File: src/rtl/mips_pkg.sv
// Shared MIPS datapath types and helpers used by the HI/LO multiply unit.
package mips_pkg;

  localparam int unsigned MIPS_WORD = 32;

  typedef enum logic [1:0] {
    IDLE,
    RUN,
    FIX
  } hilo_state_t;

  // Magnitude of a word; treated as two's complement only when signed_flag is set.
  // -2^(MIPS_WORD-1) maps to 2^(MIPS_WORD-1), which is representable unsigned.
  function automatic logic [MIPS_WORD-1:0] abs_word(input logic [MIPS_WORD-1:0] value,
                                                    input logic                 signed_flag);
    logic [MIPS_WORD-1:0] w_mag;
    w_mag = value;
    if (signed_flag && value[MIPS_WORD-1]) begin
      w_mag = -value;
    end
    return w_mag;
  endfunction

endpackage

File: src/rtl/hilo_mult_dp.sv
// Shift-add datapath: accumulator, multiplicand and multiplier registers with one adder.
module hilo_mult_dp #(
  parameter int unsigned WIDTH = 32
) (
  input  logic               i_clk,
  input  logic               i_rst_n,
  input  logic               i_load,
  input  logic               i_step,
  input  logic [WIDTH-1:0]   i_a_mag,
  input  logic [WIDTH-1:0]   i_b_mag,
  output logic [2*WIDTH-1:0] o_acc
);

  logic [2*WIDTH-1:0] r_acc;
  logic [2*WIDTH-1:0] r_mcand;
  logic [WIDTH-1:0]   r_mplier;
  logic [2*WIDTH-1:0] w_sum;

  // Magnitudes are below 2^WIDTH each, so the product never overflows 2*WIDTH bits.
  assign w_sum = r_acc + r_mcand;

  always_ff @(posedge i_clk or negedge i_rst_n) begin
    if (!i_rst_n) begin
      r_acc    <= '0;
      r_mcand  <= '0;
      r_mplier <= '0;
    end else if (i_load) begin
      r_acc    <= '0;
      r_mcand  <= {{WIDTH{1'b0}}, i_a_mag};
      r_mplier <= i_b_mag;
    end else if (i_step) begin
      if (r_mplier[0]) begin
        r_acc <= w_sum;
      end
      r_mcand  <= r_mcand << 1;
      r_mplier <= r_mplier >> 1;
    end
  end

  assign o_acc = r_acc;

endmodule

File: src/rtl/hilo_mult_unit.sv
// Iterative MULT/MULTU unit with architectural HI/LO registers and upstream stall.
module hilo_mult_unit
  import mips_pkg::*;
#(
  parameter int unsigned WIDTH = MIPS_WORD,
  parameter int unsigned CNT_W = 6
) (
  input  logic             clk,
  input  logic             rst,
  input  logic             start,
  input  logic             signed_op,
  input  logic [WIDTH-1:0] a,
  input  logic [WIDTH-1:0] b,
  input  logic             hilo_rd,
  input  logic             hi_lo_sel,
  output logic [WIDTH-1:0] hilo_out,
  output logic [WIDTH-1:0] hi,
  output logic [WIDTH-1:0] lo,
  output logic             busy,
  output logic             done,
  output logic             stall
);

  localparam logic [CNT_W-1:0] CntLast = CNT_W'(WIDTH - 1);

  hilo_state_t        r_state;
  logic [CNT_W-1:0]   r_cnt;
  logic               r_neg;
  logic [WIDTH-1:0]   r_hi;
  logic [WIDTH-1:0]   r_lo;
  logic               r_done;

  logic               w_accept;
  logic               w_busy;
  logic [WIDTH-1:0]   w_a_mag;
  logic [WIDTH-1:0]   w_b_mag;
  logic [2*WIDTH-1:0] w_acc;
  logic [2*WIDTH-1:0] w_prod;

  assign w_busy   = (r_state != IDLE);
  assign w_accept = start && (r_state == IDLE);

  // abs_word is MIPS_WORD wide; this unit is instantiated with WIDTH == MIPS_WORD.
  assign w_a_mag = abs_word(a, signed_op);
  assign w_b_mag = abs_word(b, signed_op);

  assign w_prod = r_neg ? -w_acc : w_acc;

  hilo_mult_dp #(
    .WIDTH (WIDTH)
  ) u_dp (
    .i_clk   (clk),
    .i_rst_n (rst),
    .i_load  (w_accept),
    .i_step  (r_state == RUN),
    .i_a_mag (w_a_mag),
    .i_b_mag (w_b_mag),
    .o_acc   (w_acc)
  );

  always_ff @(posedge clk or negedge rst) begin
    if (!rst) begin
      r_state <= IDLE;
      r_cnt   <= '0;
      r_neg   <= 1'b0;
      r_hi    <= '0;
      r_lo    <= '0;
      r_done  <= 1'b0;
    end else begin
      r_done <= 1'b0;
      unique case (r_state)
        IDLE: begin
          if (start) begin
            r_neg   <= signed_op & (a[WIDTH-1] ^ b[WIDTH-1]);
            r_cnt   <= '0;
            r_state <= RUN;
          end
        end
        RUN: begin
          r_cnt <= r_cnt + CNT_W'(1);
          if (r_cnt == CntLast) begin
            r_state <= FIX;
          end
        end
        FIX: begin
          {r_hi, r_lo} <= w_prod;
          r_done       <= 1'b1;
          r_state      <= IDLE;
        end
        default: r_state <= IDLE;
      endcase
    end
  end

  // A held start in IDLE stalls too, so the issuing instruction never slips past.
  assign stall    = w_busy | w_accept | (hilo_rd & w_busy);
  assign busy     = w_busy;
  assign done     = r_done;
  assign hi       = r_hi;
  assign lo       = r_lo;
  assign hilo_out = hi_lo_sel ? r_hi : r_lo;

endmodule

File: config.mk
export PLATFORM = sky130hd
export DESIGN_NAME = hilo_mult_unit
export DESIGN_NICKNAME = d
export VERILOG_FILES = /design/src/rtl/mips_pkg.sv /design/src/rtl/hilo_mult_dp.sv /design/src/rtl/hilo_mult_unit.sv
export SDC_FILE = /design/constraint.sdc
export NUM_CORES = 1
export LEC_CHECK = 0
export BUFFER_PORTS_ARGS = -buffer_cell sky130_fd_sc_hd__buf_2
export CAP_MARGIN = 20
export CORE_UTILIZATION = 29
export DETAILED_ROUTE_END_ITERATION = 8
export PLACE_DENSITY = 0.42
export SETUP_SLACK_MARGIN = 0.1
export SLEW_MARGIN = 25
export SYNTH_ARGS = -nofsm -noshare
export SYNTH_HDL_FRONTEND = slang
export SYNTH_SLANG_ARGS = --single-unit
File: constraint.sdc
create_clock -name clk -period 5.26 [get_ports clk]
set_input_delay 0.263 -clock clk [delete_from_list [all_inputs] [get_ports clk]]
set_output_delay 0.263 -clock clk [all_outputs]
set_load 0.05 [all_outputs]
==> out/results.ini <==
[synthesis]
synth_top_cell_by_area = dfrtp_1
synthesis.area_mm2 = 0.0156
ys_types = 66
synth-edff-count = 0
synth_top_area_share_pct = 37.5
ys.flop_type = dfrtp_1
ys_warn_count = 0
synthTopCellsByArea = dfrtp_1 (38%), nand2_1 (9.8%), xor2_1 (6.6%)
ys_seq_elements = 234
netlist_instances = 1911
async_flop_share_pct = 100
ys_seq_area_share_pct = 37.5
syn_nets = 2049
avgSynthCellArea_um2 = 8.17

[timing]
drv_slew = 0
finalSetupTns_ns = 0
max_freq_ghz = 0.238
finalClockSkew_ns = 0.0147
fin_crit_sh_pct = 79.9
setup_violations = 0
rsz0062_at_grt = false
finalHoldViolCount = 0
hold_ws_ns = 0.0238
max_slew_margin_pct = 38.0
worst_slew_pin_slew_ns = 0.931
layout_setup_ws_ns = 1.06
fin_crit_ns = 4.20

[pwr]
p_seq_share_pct = 30.4
ir_drop_mv = 0.245
finalPower_mw = 10.7
p_clk_share_pct = 18.8
p_int_mw = 5.72
swShare_pct = 46.5
power_frac_comb_pct = 50.9
p_leak_nw = 7.84
p_per_area_mw_per_mm2 = 591
p_switching_mw = 4.98

[critical_path]
worstPathCellList = ha_1 > a211oi_1 > o21ai_0 > and4_1 > a211oi_1 > o21ai_1 > a31o_2 > a31oi_1 > o41ai_1 > xnor2_1 > o21ai_0
timing.critical_path.arrival_ns = 4.63
critPathTopFamily = compound AO/OA/AOI/OAI gates
crit_fanout = 5
r2r-end = u_dp.o_acc[61]$_DFFE_PN0P_
cp.required_ns = 5.68
cp-end-kind = flip-flop
worstSetupStartpoint = u_dp.r_mcand[1]$_DFFE_PN0P_
path_buf_inv = 0
ff2ff_path_depth = 11
reg2reg_from = u_dp.r_mcand[1]$_DFFE_PN0P_
cpPeakStageDelay_ns = 0.67
cp_slowest_cell = a31oi_1
rrSetupSlack_ns = 1.06
worstSetupPathType = flip-flop to flip-flop
start_kind = flip-flop

[route]
wirelength_mm = 49.0
vias = 14000
drc_errors = 18
drt_iter0_markers = 875
ant_nets = 0
wl_per_cell_um = 17.9
vias_per_cell = 5.13
drt_first_pass_iters = 8

[layout]
multiInputGateArea_mm2 = 0.00927
final_cell_mix = nand2_1 (407), dfrtp_1 (233), o21ai_0 (203)
seqCellArea_mm2 = 0.00586
drive_gt1_share_pct = 13.6
layout.nets = 2162
diodes = 0
fin_util_pct = 34.3
areaGrowthSynthToFinish_pct = 16.1
layout_commonest_cell = nand2_1
n_fill_cell = 5637

[run]
maxCapViolations = 0

[floorplan]
dieWidth_um = 234
placementRows = 84
core_mm2 = 0.0529
die_h_um = 234
initial_core_util_pct = 29.5
dieArea_mm2 = 0.0548
ios = 169

[grt]
antenna_found_initial = 1
grt_pass1_wl_mm = 76.5
overflow = 0
grt_pass1_vias = 13200
grt_max_degree = 142
gr-usage-all-layers_pct = 17.7

[hold_path]
whs_path_depth = 4
min_path_type = primary input to flip-flop
min_from = b[16]
whs_endpoint = u_dp.r_mplier[16]$_DFFE_PN0P_

[place]
dp_hpwl_mm = 36.0
portBuffers = 167
pre_cts_ws_ns = 1.02
gp_congestion = 0.871

[clocking]
path_clk_slew_ns = 0.06
clockBufferDepth = 3
cts-root-buf = clkbuf_16
cts_tree = done
clock_latency_ns = 0.58
cts.sinks = 234
h-tree-depth = 1
post_cts_resized = 0
cts_made_buffers = 30

[run_status]
status = complete, but fails checks
violations = DRC

==> what timing repair did <==
action / 4_1_cts / 5_1_grt
endpoints found under the hold margin: 107 / 0
setup buffers: 0 / 0
endpoints found under the setup margin: 0 / 0
hold buffers: 15 / 0
==> kinds of logic after synthesis <==
logic type | after synthesis | share of synthesized area, %
compound gates | 567 | 21.8
xor+xnor | 180 | 10.1
fa+ha+maj | 68 | 5.50
buf+inv | 138 | 3.32
flops | 234 | 37.5
mux | 35 | 2.50
simple gates | 689 | 19.3
==> Yosys cell counts (6+ instances only) <==
cell type  instances
a21o_1            36
o31ai_1           37
a31oi_1           71
nor3_1            23
nand2b_1           6
nand2_1          408
inv_1             27
o21bai_1          14
dfrtp_1          234
nand3_1           16
or3_1             11
nor4_1            14
xnor2_1           63
o21ai_1           33
nand4_1           25
mux2_2            32
xor2_1           117
o211ai_1           8
and2_1             8
o21ai_0          203
o21a_1            11
a211oi_1           8
or4_1             13
buf_1              6
nor2_1           126
and3_1             9
o41ai_1           13
ha_1              67
a21oi_1           99
a22o_1             7
clkbuf_1         105
==> metrics by stage <==
| stage | cell area [um^2] | cells |
|---|---|---|
| 2_1_floorplan | 15600 | 1911 |
| 3_3_place_gp | 17000 | 2665 |
| 3_5_place_dp | 17000 | 2665 |
| 4_1_cts | 18100 | 2733 |
| 5_1_grt | 18100 | 2733 |
| 6_report | 18100 | 2733 |
==> registers in the layout, summed over array words and instances, names as in the netlist <==
signal         flops
u_dp.o_acc        64
u_dp.r_mcand      64
hi                32
lo                32
u_dp.r_mplier     32
r_cnt              6
r_state            2
done               1
r_neg              1
==> how the worst max path moves through the flow <==
stage,depth (start not counted),endpoint,slack (ns)
global placement,12,hi[26]$_DFFE_PN0P_,1.03
finish,11,u_dp.o_acc[61]$_DFFE_PN0P_,1.06
floorplan,12,hi[26]$_DFFE_PN0P_,1.58
global route,12,hi[28]$_DFFE_PN0P_,0.80
detailed placement,12,hi[26]$_DFFE_PN0P_,1.02
CTS,12,hi[28]$_DFFE_PN0P_,1.0
==> layer usage <==
metal	track usage [%]	share of wire [%]
met1	26.4	50
met5	0	0.027
met4	3.69	1.6
met3	2.01	4.7
met2	27.3	43
==> power by group through the flow <==
stage               Sequential, mW  Clock, mW  Combinational, mW
floorplan                     2.90          0               4.17
global placement              3.25          0               5.41
detailed placement            3.27          0               5.43
CTS                           3.24       2.08               5.47
global route                  3.34       2.15               6.12
finish                        3.25       2.01               5.45
==> cell type report <==
cell class | instances | share of cell area (%)
tap | 688 | 4.75
inverter | 27 | 0.559
sequential | 234 | 32.3
clock inverter | 9 | 0.414
multi-input combinational | 1539 | 51.2
timing repair buffer | 192 | 5.98
clock buffer | 44 | 4.83
==> worst register-to-register path: cells and delay by family (launching register included) <==
kind	cells	cell delay, ns
compound gates	8	2.71
xor+xnor	1	0.26
fa+ha+maj	1	0.36
simple gates	1	0.26
flops	1	0.47
Note: power is estimated with default switching activity, not from simulation.
